## src/rtl/modp40_pkg.sv

```systemverilog
// Shared constants and state encoding for the carry-save to binary mod-p output stage.
// The modulus must satisfy 2^(W+1) < 4P so that three subtractions always suffice.
package modp40_pkg;

  localparam int          W       = 40;
  localparam logic [W-1:0] P      = 40'h85bfc65fef;
  localparam int          CHUNK_W = 10;
  localparam int          NCHUNK  = W / CHUNK_W;
  localparam int          IDX_W   = (NCHUNK > 1) ? $clog2(NCHUNK) : 1;
  localparam int          MAX_SUB = 3;

  typedef enum logic [1:0] {
    IDLE,
    ADD,
    REDUCE,
    DONE
  } state_e;

endpackage : modp40_pkg

```

## src/rtl/cpa_chunk.sv

```systemverilog
// One CHUNK_W-bit slice of the carry-propagate adder; the top reuses it once per chunk.
module cpa_chunk
  import modp40_pkg::*;
(
  input  logic [CHUNK_W-1:0] a_i,
  input  logic [CHUNK_W-1:0] b_i,
  input  logic               cin_i,
  output logic [CHUNK_W-1:0] sum_o,
  output logic               cout_o
);

  logic [CHUNK_W:0] full_sum;

  assign full_sum = {1'b0, a_i} + {1'b0, b_i} + {{CHUNK_W{1'b0}}, cin_i};
  assign sum_o    = full_sum[CHUNK_W-1:0];
  assign cout_o   = full_sum[CHUNK_W];

endmodule : cpa_chunk

```

## src/rtl/cs2bin_modp_40.sv

```systemverilog
// Carry-save pair (c,s) -> canonical residue (c+s) mod P: chunked multi-cycle add,
// then repeated conditional subtraction of P, with valid/ready on both sides.
module cs2bin_modp_40
  import modp40_pkg::*;
(
  input  logic         clk,
  input  logic         rst_n,
  input  logic         in_valid,
  output logic         in_ready,
  input  logic [W-1:0] in_c,
  input  logic [W-1:0] in_s,
  output logic         out_valid,
  input  logic         out_ready,
  output logic [W-1:0] out_r,
  output logic         busy
);

  state_e             state_q, state_d;
  logic [IDX_W-1:0]   idx_q, idx_d;
  logic               carry_q, carry_d;
  logic [W:0]         acc_q, acc_d;
  logic [W-1:0]       c_q, c_d;
  logic [W-1:0]       s_q, s_d;
  logic [W-1:0]       out_r_q, out_r_d;
  logic [1:0]         sub_cnt_q, sub_cnt_d;

  logic [CHUNK_W-1:0] chunk_sum;
  logic               chunk_cout;
  logic [W+1:0]       diff;
  logic               ge_p;

  cpa_chunk u_cpa (
    .a_i    (c_q[idx_q*CHUNK_W +: CHUNK_W]),
    .b_i    (s_q[idx_q*CHUNK_W +: CHUNK_W]),
    .cin_i  (carry_q),
    .sum_o  (chunk_sum),
    .cout_o (chunk_cout)
  );

  // The borrow out of acc - P doubles as the acc >= P comparison.
  assign diff = {1'b0, acc_q} - {2'b00, P};
  assign ge_p = ~diff[W+1];

  always_comb begin
    // NOTE: every next-state signal gets its hold value first, so no path can infer a latch.
    state_d   = state_q;
    idx_d     = idx_q;
    carry_d   = carry_q;
    acc_d     = acc_q;
    c_d       = c_q;
    s_d       = s_q;
    out_r_d   = out_r_q;
    sub_cnt_d = sub_cnt_q;

    unique case (state_q)
      IDLE: begin
        if (in_valid) begin
          c_d       = in_c;
          s_d       = in_s;
          acc_d     = '0;
          carry_d   = 1'b0;
          idx_d     = '0;
          sub_cnt_d = '0;
          state_d   = ADD;
        end
      end
      ADD: begin
        acc_d[idx_q*CHUNK_W +: CHUNK_W] = chunk_sum;
        carry_d                         = chunk_cout;
        if (idx_q == IDX_W'(NCHUNK - 1)) begin
          acc_d[W] = chunk_cout;
          idx_d    = '0;
          state_d  = REDUCE;
        end else begin
          idx_d = idx_q + 1'b1;
        end
      end
      REDUCE: begin
        if (ge_p) begin
          acc_d     = diff[W:0];
          sub_cnt_d = sub_cnt_q + 2'd1;
        end else begin
          out_r_d = acc_q[W-1:0];
          state_d = DONE;
        end
      end
      DONE: begin
        if (out_ready) begin
          state_d = IDLE;
        end
      end
      default: state_d = IDLE;
    endcase
  end

  // NOTE: the operand and accumulator registers are reset as well, so a dropped
  // operation leaves nothing behind that could surface as a stale result.
  always_ff @(posedge clk or negedge rst_n) begin
    if (!rst_n) begin
      state_q   <= IDLE;
      idx_q     <= '0;
      carry_q   <= 1'b0;
      acc_q     <= '0;
      c_q       <= '0;
      s_q       <= '0;
      out_r_q   <= '0;
      sub_cnt_q <= '0;
    end else begin
      // NOTE: non-blocking updates so every register samples pre-edge values.
      state_q   <= state_d;
      idx_q     <= idx_d;
      carry_q   <= carry_d;
      acc_q     <= acc_d;
      c_q       <= c_d;
      s_q       <= s_d;
      out_r_q   <= out_r_d;
      sub_cnt_q <= sub_cnt_d;
    end
  end

  assign in_ready  = (state_q == IDLE);
  assign out_valid = (state_q == DONE);
  assign busy      = (state_q != IDLE);
  assign out_r     = out_r_q;

  a_max_sub: assert property (@(posedge clk) disable iff (!rst_n)
    (state_q == REDUCE && ge_p) |-> (sub_cnt_q < 2'(MAX_SUB)));

  a_canonical: assert property (@(posedge clk) disable iff (!rst_n)
    out_valid |-> (out_r_q < P));

endmodule : cs2bin_modp_40

```

## config.mk

```make
export PLATFORM = sky130hd
export DESIGN_NAME = cs2bin_modp_40
export DESIGN_NICKNAME = d
export VERILOG_FILES = /design/src/rtl/modp40_pkg.sv /design/src/rtl/cpa_chunk.sv /design/src/rtl/cs2bin_modp_40.sv
export SDC_FILE = /design/constraint.sdc
export NUM_CORES = 1
export LEC_CHECK = 0
export ABC_AREA = 1
export BUFFER_PORTS_ARGS = -buffer_cell sky130_fd_sc_hd__clkbuf_2
export CAP_MARGIN = 20
export CORE_MARGIN = 1
export CORE_UTILIZATION = 60
export CTS_BUF_LIST = sky130_fd_sc_hd__clkbuf_16
export CTS_CLUSTER_DIAMETER = 60
export DETAILED_ROUTE_END_ITERATION = 12
export PLACE_DENSITY_LB_ADDON = 0.12
export SLEW_MARGIN = 20
export SYNTH_ARGS = -nofsm -noshare
export SYNTH_HDL_FRONTEND = slang
export SYNTH_SLANG_ARGS = --single-unit
```

## constraint.sdc

```tcl
create_clock -name clk -period 11.6 [get_ports clk]
set_clock_uncertainty 0.2 [all_clocks]
set_input_delay 1.74 -clock clk [delete_from_list [all_inputs] [get_ports clk]]
set_output_delay 1.74 -clock clk [all_outputs]
set_load 0.03 [all_outputs]
```

After elaboration in Yosys (flattened, before gate mapping)

Cells that the tools add are included.
W data, S select, Z words.

Add/sub/neg operators: 5
Multiply operators: 1
Eq/ne operators: 9
Shifts and indexed selects: 4
Muxes and demuxes: 15
Reduce and logical (&&, ||, !) cells: 9

Operators by type and width:

| cell                       | number |
|---|---|
| $pmux W41 S3               | 1 |
| $mux W41                   | 2 |
| $shiftx A40 B7 Y10         | 2 |
| $sub A41 B40 Y42 const B   | 1 |
| $bwmux W41                 | 1 |
| $shift A10 B34 Y41 const A | 1 |
| $shiftx A10 B34 Y41        | 1 |
| $neg A6 Y34                | 1 |
| $mux W2                    | 6 |
| $add A10 B10 Y11           | 1 |
| $add A11 B1 Y11            | 1 |
| $ne A2 B2 Y1 const B       | 4 |
| $pmux W2 S4                | 1 |
| $eq A2 B2 Y1 const B       | 3 |
| $reduce_and A2 Y1          | 3 |
| $mul A2 B3 Y5 const B      | 1 |
| $pmux W2 S2                | 1 |
| $reduce_and A4 Y1          | 1 |
| $reduce_bool A2 Y1         | 2 |
| $reduce_and A3 Y1          | 1 |
| $reduce_bool A3 Y1         | 1 |
| $add A2 B1 Y2 const B      | 1 |
| $eq A2 B1 Y1 const B       | 1 |
| $logic_not A2 Y1           | 1 |
| other kinds (3)            | 4 |

Bits in registers: 166
Bits of input ports: 84
Logic and storage cells: 50

Longest topological paths before layout

Gate-level depths: netlist of run 1.

Depth in word-level cells: 8
Depth in mapped cells: 26
Gate-level depth less buffers: 22

Hierarchy

From an unflattened synthesis of run 1, not the netlist that was laid out.

Cells, all modules: 1,473
Area total of the unflattened synthesis: 10,603.9 um2

Modules (own cells, without submodules):

| module         | times used | cells each | area an instance (um2) | seq. area each (um2) |
|---|---|---|---|---|
| cs2bin_modp_40 | 1          | 1,384      | 10,102.2               | 4,154.0 |
| cpa_chunk      | 1          | 89         | 501.7                  | 0.0 |

Least setup slack after synthesis of run 1

No wires, ideal clock.

Path type: reg-to-reg
From: register idx_q[0]
To: register acc_q[14]
Library setup time: 0.066 ns
Data arrival time: 3.571 ns
Required time: 11.334 ns
Path slack: 7.764 ns
Stages on the path, launching flop included: 25
Path buffers: 4
Cells stage by stage: dfrtp_1 -> clkbuf_1 -> inv_1 -> clkbuf_1 -> clkbuf_1 -> buf_1 -> nor2_1 -> o22ai_1 -> fa_1 -> fa_1 -> nand2_1 -> nand3_1 -> nand3_1 -> nand2_1 -> nand2_1 -> nand2_1 -> o21ai_0 -> nand2_1 -> nand2_1 -> nand2_1 -> o21ai_0 -> nand2_1 -> nand2_1 -> nand2_1 -> nand2_1

Word-level cells in the longest chain between the ends: 7
Elaborated cells between the ends (all ways): 10
Classes of those cells: 3 x add/sub; 1 x mul; 4 x shift; 2 x mux

Ends and longest elaborated chain:

| item                                  | line                                                             | RTL |
|---|---|---|
| start, declared                       | cs2bin_modp_40.sv:19                                             | `logic [IDX_W-1:0] idx_q, idx_d;` |
| start signal, assigned                | cs2bin_modp_40.sv:111                                            | `idx_q <= idx_d;` |
| $mul A2 B3 Y5 (*)                     | cs2bin_modp_40.sv:33, cs2bin_modp_40.sv:34, cs2bin_modp_40.sv:68 |  |
| $shiftx A40 B7 Y10 (on tied branches) | cs2bin_modp_40.sv:33, cs2bin_modp_40.sv:34                       |  |
| $add A10 B10 Y11                      | cpa_chunk.sv:14                                                  | `assign full_sum = {1'b0, a_i} + {1'b0, b_i} + {{CHUNK_W{1'b0}}, cin_i};` |
| $add A11 B1 Y11                       | cpa_chunk.sv:14                                                  |  |
| $shiftx A10 B34 Y41                   | cs2bin_modp_40.sv:68                                             | `acc_d[idx_q*CHUNK_W +: CHUNK_W] = chunk_sum;` |
| $bwmux W41 (*)                        | cs2bin_modp_40.sv:68                                             |  |
| $pmux W41 S3 (*)                      | cs2bin_modp_40.sv:55                                             | `unique case (state_q)` |
| end signal, assigned                  | cs2bin_modp_40.sv:103                                            | `acc_q <= '0;` |
| end signal, assigned                  | cs2bin_modp_40.sv:113                                            | `acc_q <= acc_d;` |
| end, declared                         | cs2bin_modp_40.sv:21                                             | `logic [W:0] acc_q, acc_d;` |

Mark *: on every way between the ends. The rest lies on a longest branch, timed or not.
A chain may end at the register's enable or synchronous reset.

Final worst setup path of run 1

From: register idx_q[1]
To: register acc_q[14]

The elaborated chain is that of the path after synthesis.

==> results of run 1 <==
cells in the mapped netlist (3+ instances only):
| master | count |
|---|---|
| sky130_fd_sc_hd__a21boi_0 | 4 |
| sky130_fd_sc_hd__a21oi_1 | 37 |
| sky130_fd_sc_hd__a31oi_1 | 3 |
| sky130_fd_sc_hd__buf_1 | 8 |
| sky130_fd_sc_hd__buf_2 | 4 |
| sky130_fd_sc_hd__buf_6 | 4 |
| sky130_fd_sc_hd__clkbuf_1 | 46 |
| sky130_fd_sc_hd__clkinv_1 | 3 |
| sky130_fd_sc_hd__dfrtp_1 | 166 |
| sky130_fd_sc_hd__ha_1 | 21 |
| sky130_fd_sc_hd__inv_1 | 105 |
| sky130_fd_sc_hd__inv_2 | 6 |
| sky130_fd_sc_hd__mux2_2 | 82 |
| sky130_fd_sc_hd__nand2_1 | 454 |
| sky130_fd_sc_hd__nand3_1 | 110 |
| sky130_fd_sc_hd__nand3b_1 | 6 |
| sky130_fd_sc_hd__nand4_1 | 26 |
| sky130_fd_sc_hd__nor2_1 | 122 |
| sky130_fd_sc_hd__nor2_2 | 4 |
| sky130_fd_sc_hd__nor3_1 | 16 |
| sky130_fd_sc_hd__nor3_2 | 3 |
| sky130_fd_sc_hd__nor4_1 | 4 |
| sky130_fd_sc_hd__o211ai_1 | 4 |
| sky130_fd_sc_hd__o21ai_0 | 146 |
| sky130_fd_sc_hd__o21ai_1 | 10 |
| sky130_fd_sc_hd__o22ai_1 | 27 |
| sky130_fd_sc_hd__or2_2 | 4 |
worst max path at each step:
stage                          from                     to  slack (ps)  cells after the start
2_1_floorplan  idx_q[0]$_DFFE_PN0P_  acc_q[14]$_DFFE_PN0P_        7760                     24
3_3_place_gp   idx_q[1]$_DFFE_PN0P_  acc_q[14]$_DFFE_PN0P_        7710                     21
3_5_place_dp   idx_q[1]$_DFFE_PN0P_  acc_q[14]$_DFFE_PN0P_        7540                     21
4_1_cts        idx_q[1]$_DFFE_PN0P_  acc_q[14]$_DFFE_PN0P_        7490                     21
5_1_grt        idx_q[1]$_DFFE_PN0P_  acc_q[14]$_DFFE_PN0P_        7050                     21
6_report       idx_q[1]$_DFFE_PN0P_  acc_q[14]$_DFFE_PN0P_        7430                     21
cell families after synthesis:
logic type                 share of synthesized area
AOI/OAI and AO/OA                              0.123
muxes                                         0.0874
adders and majority gates                     0.0287
buffers and inverters                         0.0677
and+or+nand+nor                                0.300
DFF                                            0.393
layer usage:
layer  share of wire  vias to the layer above  wire [µm]  GRT usage
li1                -                     4967          -          -
met1            0.40                     4945      13200      0.465
met2            0.49                      473      16100      0.625
met3           0.064                      101       2110     0.0574
met4           0.048                        0       1590      0.199
met5               0                        -          0          0
power by group through the flow:
stage               logic (mW)  registers, mW  clock network, mW
floorplan                 1.72          0.999                  0
global placement          2.35          0.973                  0
detailed placement        2.38          0.983                  0
CTS                       2.41          0.975              0.571
global route              2.68           1.01              0.596
finish                    2.46          0.980              0.570
per-stage QoR:
stage	hold WS (ps)	std cells	power, mW	area (µm²)
after global routing	318	1770	4.28	11800
after global placement	265	1738	3.32	11300
after detailed placement	272	1738	3.37	11300
final	284	1770	4.01	11800
after floorplan	271	1445	2.72	10600
after CTS	290	1770	3.96	11800
flip-flops by register name, summed over array words and instances, names as in the netlist:
register / count
acc_q: 41
c_q: 40
carry_q: 1
idx_q: 2
out_r: 40
s_q: 40
state_q: 2
cell type report:
type | count | area, µm² | area share
clock buffers | 17 | 425 | 0.0359
multi-input cells | 1100 | 5700 | 0.482
repair buffers | 133 | 689 | 0.0582
inverters | 114 | 428 | 0.0361
well taps | 225 | 282 | 0.0238
clock inverters | 15 | 160 | 0.0135
flip-flops and latches | 166 | 4150 | 0.351
worst min-delay path, delay by kind of cell (launching register included):
kind            cells  cell delay (ps)
flops               1              340
compound gates      1               60
simple gates        1               50
==> results.toml, run 1 <==
[grt]
gr_overflow_total = 0
wire_length_of_the_first_global_routing_pass_mm = 52.3
largest_net_degree_at_the_start_of_global_routing = 94
vias_in_the_first_global_route = 10100
number_of_antenna_violations_at_the_first_check_in_global_routing = 0
gr-usage-all-layers = 0.373

[clocking]
clock_sink_count = 166
h_tree_levels = 4
clock_insertion_delay_worst_skew_ps = 450
tritoncts.num_buffers = 17
cts.path.max_buffers = 2
total_of_hold_buffers_inserted_after_clock_tree_synthesis = 0
cts_tree = "done"
clock_input_transition_at_the_sequential_cells_of_the_worst_setup_and_hold_paths_ps = 70
post_cts.repair.setup_buffers = 0
cts_root_buf = "sky130_fd_sc_hd__clkbuf_16"
cts_resized = 0

[finish]
mostFrequentLayoutCell = "sky130_fd_sc_hd__nand2_1"
postLayoutCoreUtil = 0.687
layout-drive-gt1-share = 0.174
finish.net_count = 1639
layout.cells.most_common_list = "sky130_fd_sc_hd__nand2_1, sky130_fd_sc_hd__dfrtp_1, sky130_fd_sc_hd__o21ai_0"
n_fill_cell = 1461
antenna_cells = 0
area_growth_pct = 12.1

[yosys]
synthesis_warnings = 0
synth_sequential_area_ratio = 0.393
synth_top_cell_area_share = 0.393
yosys_register_bits = 166
synthDominantAreaCellType = "sky130_fd_sc_hd__dfrtp_1"
netlist-cell-type-count = 42
synthesis.nets = 1552
netlist_top_cells_area = "sky130_fd_sc_hd__dfrtp_1, sky130_fd_sc_hd__nand2_1, sky130_fd_sc_hd__mux2_2"
ys.flop_type = "sky130_fd_sc_hd__dfrtp_1"
synth_area_mm2 = 0.0106
proportion_of_synthesized_flip_flops_having_asynchronous_set_or_reset = 1.00
postSynthAreaPerCell_um2 = 7.31
syn_inst = 1445
edff_count_synth = 0

[critical_path]
path_max_fanout = 25
timing.reg2reg.worst_path_depth = 21
path_cells = "buf_4, inv_1, o21ai_0, o22ai_1, fa_1, fa_1, nand2_1, nand3_1, nand3_1, nand2_1, nand2_1, nand2_1, o21ai_0, nand2_1, nand2_1, nand2_1, o21ai_0, nand2_1, nand2_1, nand2_1, nand2_1"
end_kind = "register"
timing.rr.end = "acc_q[14]$_DFFE_PN0P_"
critical-path-top-delay-family = "simple AND/OR/NAND/NOR gates"
max_stage_delay_ps = 480
timing_worst_setup_path_type = "register to register"
worst_ep_arrival_time_ps = 4360
critPathSlowestCell = "sky130_fd_sc_hd__fa_1"
crit_path_start_kind = "register"
crit_path_frequent_cell = "sky130_fd_sc_hd__nand2_1"
cp.buffers_inverters = 2
worst-r2r-setup-slack_ps = 7430
worstPathRequired_ps = 11790
critical_path.reg2reg.startpoint = "idx_q[1]$_DFFE_PN0P_"

[drt]
detail_route.iter0.violations = 823
wl_per_cell_um = 18.6
drcViolationCount = 0
viasPerCell = 5.92
wl_mm = 33.0
num_vias = 10500
dr.pass1.iters = 5
ant_nets = 0

[floorplanning]
design.core.area_mm2 = 0.0172
die_x_um = 135
die_h_um = 135
io_pins = 127
placementRows = 48
design.die.area_mm2 = 0.0181
floorplan.initialDensity = 0.613

[power_and_ir_drop]
irDropWorstVdd_mv = 0.193
sw_frac_of_total = 0.537
internal-power_mw = 1.86
power.net_switching_mw = 2.15
p_clk_frac = 0.142
power_per_cell_area_mw_per_mm2 = 339
p_leak_nw = 5.79
pwr-share-seq = 0.244
power_frac_comb = 0.613

[timing]
finalHoldViolations = 0
slew_violations = 0
timing.fmax_mhz = 240
rsz_0062_raised_after_global_routing = "false"
fin_crit_sh = 0.360
final_critical_path_setup_slack_ps = 7430
worst-slew-pin-transition_ps = 1050
max-slew-margin-rel = 0.299
min_period_ps = 4170
fin_setup_tns_ps = 0
setup_viol = 0

[placement]
place.detailed.hpwl_mm = 23.7
dpl_worst_slack_ps = 7540
finalWeightedCongestion = 0.986
numPortBuffers = 126

[job]
max_cap_viol_count = 0

[min_path]
hold_path_class = "register to register"
worstHoldEndpoint = "out_r[35]$_DFFE_PN0P_"
cell_depth_of_the_worst_hold_path = 2
worst_hold_startpoint = "out_r[35]$_DFFE_PN0P_"

[status]
run_status = "finished, final reports clean"
Note: power is estimated with default switching activity, not from simulation.
==> inputs of run 2 (changes only) <==
--- a/config.mk
+++ b/config.mk
@@ -9,7 +9,7 @@
 export BUFFER_PORTS_ARGS = -buffer_cell sky130_fd_sc_hd__clkbuf_2
 export CAP_MARGIN = 20
 export CORE_MARGIN = 1
-export CORE_UTILIZATION = 60
+export CORE_UTILIZATION = 59
 export CTS_BUF_LIST = sky130_fd_sc_hd__clkbuf_16
 export CTS_CLUSTER_DIAMETER = 60
 export DETAILED_ROUTE_END_ITERATION = 12
==> constraint.sdc (replaced) <==
create_clock -name clk -period 4.32 [get_ports clk]
set_clock_uncertainty 0.2 [all_clocks]
set_input_delay 0.648 -clock clk [delete_from_list [all_inputs] [get_ports clk]]
set_output_delay 0.648 -clock clk [all_outputs]
set_load 0.03 [all_outputs]
==> results.toml, run 2 (synthesized netlist as in run 1, its figures left out) <==
[status]
run_status = "finished, final reports clean"

[finish]
postLayoutCoreUtil = 0.686
area_growth_pct = 13.1
layout.cells.most_common_list = "sky130_fd_sc_hd__nand2_1, sky130_fd_sc_hd__dfrtp_1, sky130_fd_sc_hd__o21ai_0"
largest_reg_flops = 41
antenna_cells = 0
largest-register = "acc_q"
layout-drive-gt1-share = 0.181
finish.net_count = 1652
mostFrequentLayoutCell = "sky130_fd_sc_hd__nand2_1"

[placement]
dpl_worst_slack_ps = 718
finalWeightedCongestion = 1.02
place.detailed.hpwl_mm = 23.7
numPortBuffers = 126

[job]
max_cap_viol_count = 0

[timing]
final_critical_path_setup_slack_ps = 641
worst-slew-pin-transition_ps = 905
finalHoldViolations = 0
max-slew-margin-rel = 0.396
final.hold.worst_slack_ps = 25.4
rsz_0062_raised_after_global_routing = "false"
fin_setup_tns_ps = 0
fin_crit_sh = 0.852
timing.fmax_mhz = 272
min_period_ps = 3680
setup_viol = 0
slew_violations = 0

[grt]
gr-usage-met2 = 0.519
gr_overflow_total = 0
groute.layer.met3.usage = 0.0951
global_route.peak_usage_layer = "met1"
number_of_antenna_violations_at_the_first_check_in_global_routing = 0
gr-usage-all-layers = 0.365
vias_in_the_first_global_route = 9546
global_route.usage.met1 = 0.538
wire_length_of_the_first_global_routing_pass_mm = 51.2
largest_net_degree_at_the_start_of_global_routing = 89

[clocking]
post_cts.repair.setup_buffers = 0
tritoncts.num_buffers = 17
total_of_hold_buffers_inserted_after_clock_tree_synthesis = 0
clock_sink_count = 166
clock_insertion_delay_worst_skew_ps = 440
cts_resized = 0
clock_input_transition_at_the_sequential_cells_of_the_worst_setup_and_hold_paths_ps = 70
cts.path.max_buffers = 2
h_tree_levels = 4
cts_tree = "done"
cts_root_buf = "sky130_fd_sc_hd__clkbuf_16"

[critical_path]
cp.buffers_inverters = 2
crit_path_start_kind = "register"
timing_worst_setup_path_type = "register to register"
critPathSlowestCell = "sky130_fd_sc_hd__fa_1"
worstPathRequired_ps = 4490
crit_path_frequent_cell = "sky130_fd_sc_hd__nand2_1"
path_cells = "inv_1, buf_4, nor2_1, o22ai_1, fa_1, fa_1, nand2_1, nand3_1, nand3_1, nand2_1, nand2_1, nand3_1, nand2_1, nand2_1, nand2_1, nand2_1, nand2_1, nand2_1, nand2_1, nand2_1, nand2_1, nand2_1, nand2_1"
critical-path-top-delay-family = "simple AND/OR/NAND/NOR gates"
path_max_fanout = 27
worst_ep_arrival_time_ps = 3850
max_stage_delay_ps = 460
end_kind = "register"

[floorplanning]
floorplan.initialDensity = 0.607
die_h_um = 136
design.die.area_mm2 = 0.0184
die_x_um = 136
placementRows = 48
io_pins = 127
design.core.area_mm2 = 0.0174

[drt]
dr.pass1.iters = 6
drcViolationCount = 0
ant_nets = 0
num_vias = 10600
wl_mm = 32.4
wl_per_cell_um = 18.2
viasPerCell = 5.92
detail_route.iter0.violations = 1076

[min_path]
hold_path_class = "input port to async pin"

[power_and_ir_drop]
irDropWorstVdd_mv = 0.820
power_per_cell_area_mw_per_mm2 = 900
total_power_mw = 10.8
p_leak_nw = 5.84
-- run 2: changes by cell type in the layout (fill, tap and decap cells not counted) --
cell	change
sky130_fd_sc_hd__buf_4	+11
sky130_fd_sc_hd__clkinvlp_4	+4
sky130_fd_sc_hd__buf_12	+2
sky130_fd_sc_hd__clkinv_4	-2
sky130_fd_sc_hd__clkinv_1	-1
sky130_fd_sc_hd__clkinv_8	-1
sky130_fd_sc_hd__inv_1	+1
sky130_fd_sc_hd__inv_8	-1
-- run 2: final timing paths --
kind | start | endpoint | slack, ps | depth (start not counted)
min in group clk | in_s[12] | s_q[12]$_DFFE_PN0P_ | 230 | 2
max reg2reg | idx_q[0]$_DFFE_PN0P_ | acc_q[12]$_DFFE_PN0P_ | 640 | 23
max | idx_q[0]$_DFFE_PN0P_ | acc_q[12]$_DFFE_PN0P_ | 640 | 23
min reg2reg | out_r[29]$_DFFE_PN0P_ | out_r[29]$_DFFE_PN0P_ | 280 | 2
max in group asynchronous | rst_n | out_r[12]$_DFFE_PN0P_ | 2950 | 2
min | rst_n | c_q[37]$_DFFE_PN0P_ | 30 | 1
-- run 2: layout make-up --
class | instances | area (µm²)
fill | 1543 | 5470
tap | 225 | 282
clock inverter | 15 | 145
sequential | 166 | 4150
inverter | 114 | 428
clock buffer | 17 | 425
timing repair buffer | 146 | 812
multi-input combinational | 1100 | 5700
-- run 2: worst reg2reg max path, stage by stage (launching register included) --
cell and delay (ps):
sky130_fd_sc_hd__dfrtp_1 390, sky130_fd_sc_hd__inv_1 100, sky130_fd_sc_hd__buf_4 230, sky130_fd_sc_hd__nor2_1 110, sky130_fd_sc_hd__o22ai_1 110, sky130_fd_sc_hd__fa_1 460
sky130_fd_sc_hd__fa_1 410, sky130_fd_sc_hd__nand2_1 110, sky130_fd_sc_hd__nand3_1 150, sky130_fd_sc_hd__nand3_1 140, sky130_fd_sc_hd__nand2_1 80, sky130_fd_sc_hd__nand2_1 110
sky130_fd_sc_hd__nand3_1 80, sky130_fd_sc_hd__nand2_1 100, sky130_fd_sc_hd__nand2_1 80, sky130_fd_sc_hd__nand2_1 100, sky130_fd_sc_hd__nand2_1 70, sky130_fd_sc_hd__nand2_1 150
sky130_fd_sc_hd__nand2_1 120, sky130_fd_sc_hd__nand2_1 80, sky130_fd_sc_hd__nand2_1 40, sky130_fd_sc_hd__nand2_1 70, sky130_fd_sc_hd__nand2_1 50, sky130_fd_sc_hd__nand2_1 80
-- run 2: report_power, final --
| part | switching, mW | internal (mW) | total [mW] |
|---|---|---|---|
| Combinational | 4.47 | 2.11 | 6.58 |
| Clock | 0.728 | 0.761 | 1.49 |
| Sequential | 0.502 | 2.18 | 2.68 |
-- run 2: per-stage QoR --
step / cell area [µm²] / cells
floorplan: 10600 / 1445
global placement: 11400 / 1751
detailed placement: 11400 / 1751
CTS: 11900 / 1783
global route: 11900 / 1783
finish: 11900 / 1783
-- run 2: metal layers --
layer  up-vias  wire length, µm
li1       4986                -
met1      4885            14700
met2       608            13600
met3        74             3420
met4         2              748
met5         -               49
==> inputs of run 3 (changes only) <==
--- a/config.mk
+++ b/config.mk
@@ -5,7 +5,7 @@
 export SDC_FILE = /design/constraint.sdc
 export NUM_CORES = 1
 export LEC_CHECK = 0
-export ABC_AREA = 1
+export ABC_AREA = 0
 export BUFFER_PORTS_ARGS = -buffer_cell sky130_fd_sc_hd__clkbuf_2
 export CAP_MARGIN = 20
 export CORE_MARGIN = 1
==> results.toml, run 3 <==
[status]
run_status = "finished, final reports clean"

[floorplanning]
io_pins = 127
floorplan.initialDensity = 0.615
design.core.area_mm2 = 0.0154
die_x_um = 129
placementRows = 45
die_h_um = 129
design.die.area_mm2 = 0.0166

[drt]
detail_route.iter0.violations = 962
ant_nets = 0
routed.top_layer = "met4"
wl_mm = 25.6
wl_per_cell_um = 20.7
wl_met2_mm = 12.5
wl_met1_mm = 10.0
viasPerCell = 6.44
dr.pass1.iters = 5
num_vias = 7994
drcViolationCount = 0
route.met3.wl_mm = 1.94

[yosys]
synth.most_common_cell = "sky130_fd_sc_hd__dfrtp_1"
edff_count_synth = 0
yosys_register_bits = 166
postSynthAreaPerCell_um2 = 10.6
synthesis_warnings = 0
synthDominantAreaCellType = "sky130_fd_sc_hd__dfrtp_1"
syn_inst = 891
netlist_top_cells_area = "sky130_fd_sc_hd__dfrtp_1, sky130_fd_sc_hd__mux2_2, sky130_fd_sc_hd__mux4_2"
synthesis.nets = 998
ys.flop_type = "sky130_fd_sc_hd__dfrtp_1"
synth_top_cells_by_count = "sky130_fd_sc_hd__dfrtp_1, sky130_fd_sc_hd__mux2_2, sky130_fd_sc_hd__nand2_1"
netlist-cell-type-count = 81
synth_sequential_area_ratio = 0.438
synth_area_mm2 = 0.00948
synth_top_cell_area_share = 0.438
proportion_of_synthesized_flip_flops_having_asynchronous_set_or_reset = 1.00

[critical_path]
worstPathRequired_ps = 4450
worst-r2r-setup-slack_ps = 250
end_kind = "register"
path_max_fanout = 7
timing.rr.end = "acc_q[10]$_DFFE_PN0P_"
setup.worst_path.start = "idx_q[0]$_DFFE_PN0P_"
crit_path_start_kind = "register"
timing.reg2reg.worst_path_depth = 10
critical_path.reg2reg.startpoint = "idx_q[0]$_DFFE_PN0P_"
worst_ep_arrival_time_ps = 4200
timing_worst_setup_path_type = "register to register"

[grt]
number_of_antenna_violations_at_the_first_check_in_global_routing = 0
vias_in_the_first_global_route = 7718
gr-usage-all-layers = 0.331
wire_length_of_the_first_global_routing_pass_mm = 41.2
gr_overflow_total = 0
largest_net_degree_at_the_start_of_global_routing = 70

[clocking]
cts.path.max_buffers = 2
cts_tree = "done"
total_of_hold_buffers_inserted_after_clock_tree_synthesis = 0
cts_root_buf = "sky130_fd_sc_hd__clkbuf_16"
post_cts.repair.setup_buffers = 0
tritoncts.num_buffers = 17
clock_sink_count = 166
clock_insertion_delay_worst_skew_ps = 440
cts_resized = 0
clock_input_transition_at_the_sequential_cells_of_the_worst_setup_and_hold_paths_ps = 70
h_tree_levels = 4

[placement]
finalWeightedCongestion = 0.939
place.detailed.hpwl_mm = 18.6
numPortBuffers = 126

[finish]
layout.cells.most_common_list = "sky130_fd_sc_hd__dfrtp_1, sky130_fd_sc_hd__clkbuf_2, sky130_fd_sc_hd__mux2_2"
mostFrequentLayoutCell = "sky130_fd_sc_hd__dfrtp_1"
largest-register = "acc_q"
finish.net_count = 1124
area_growth_pct = 16.6
layout-drive-gt1-share = 0.336
largest_reg_flops = 41
antenna_cells = 0

[timing]
finalHoldViolations = 0
timing.fmax_mhz = 246
max-slew-margin-rel = 0.366
slew_violations = 0
setup_viol = 0
rsz_0062_raised_after_global_routing = "false"
fin_setup_tns_ps = 0
fin_crit_sh = 0.942
min_period_ps = 4070
worst-slew-pin-transition_ps = 939

[job]
max_cap_viol_count = 0

[min_path]
hold_path_class = "input port to async pin"
-- run 3: metrics by stage --
stage	hold WS, ps	utilization	cell area (µm²)	cells	setup WS [ps]
after floorplan	152	-	9490	891	0.378
after global placement	265	0.675	10400	1209	352
after detailed placement	273	0.675	10400	1209	301
after CTS	50.6	0.716	11100	1241	297
after global routing	81.2	0.716	11100	1241	75.8
final	29.7	0.716	11100	1241	250
-- run 3: how the worst max path moves through the flow --
stage / slack, ps / cells after the start / to
4_1_cts: 300 / 10 / acc_q[4]$_DFFE_PN0P_
6_report: 250 / 10 / acc_q[10]$_DFFE_PN0P_
5_1_grt: 80 / 11 / acc_q[38]$_DFFE_PN0P_
3_5_place_dp: 300 / 10 / acc_q[4]$_DFFE_PN0P_
3_3_place_gp: 350 / 10 / acc_q[1]$_DFFE_PN0P_
2_1_floorplan: 0.4 / 13 / acc_q[32]$_DFFE_PN0P_
-- run 3: layout make-up --
class	instances	area, µm²
flip-flops and latches	166	4160
repair buffers	160	892
clock inverters	15	215
fillers	1179	4370
multi-input cells	646	5000
well taps	211	264
clock buffers	17	425
inverters	26	97.6
-- run 3: cell families (layout without fill, tap and decap cells) --
logic type	count (synthesis)	in the layout	share of synthesized area
AO/OA/AOI/OAI	243	243	0.176
XOR/XNOR	11	11	0.0102
adder cells (fa/ha/maj)	23	23	0.0319
buffers and inverters	79	218	0.0364
flip-flops	166	166	0.438
multiplexers	136	136	0.186
AND/OR/NAND/NOR	233	233	0.121
-- run 3: routing by layer --
layer | up-vias | track usage
met4 | 0 | 0.185
met3 | 92 | 0.0678
met1 | 3878 | 0.415
met2 | 423 | 0.538
li1 | 3601 | -
met5 | - | 0
-- run 3: critical path, stage by stage (launching register included) --
cell and delay (ps):
sky130_fd_sc_hd__dfrtp_2 410, sky130_fd_sc_hd__mux4_2 520, sky130_fd_sc_hd__fa_1 460, sky130_fd_sc_hd__fa_1 430, sky130_fd_sc_hd__a211oi_2 240, sky130_fd_sc_hd__o21ai_1 170
sky130_fd_sc_hd__o31ai_2 370, sky130_fd_sc_hd__xor2_2 210, sky130_fd_sc_hd__o211ai_1 560, sky130_fd_sc_hd__nor2_1 120, sky130_fd_sc_hd__o31ai_1 260
Power of run 3 is not shown: default switching activity piles up to over one toggle a cycle in this logic, so the estimate is an artifact.
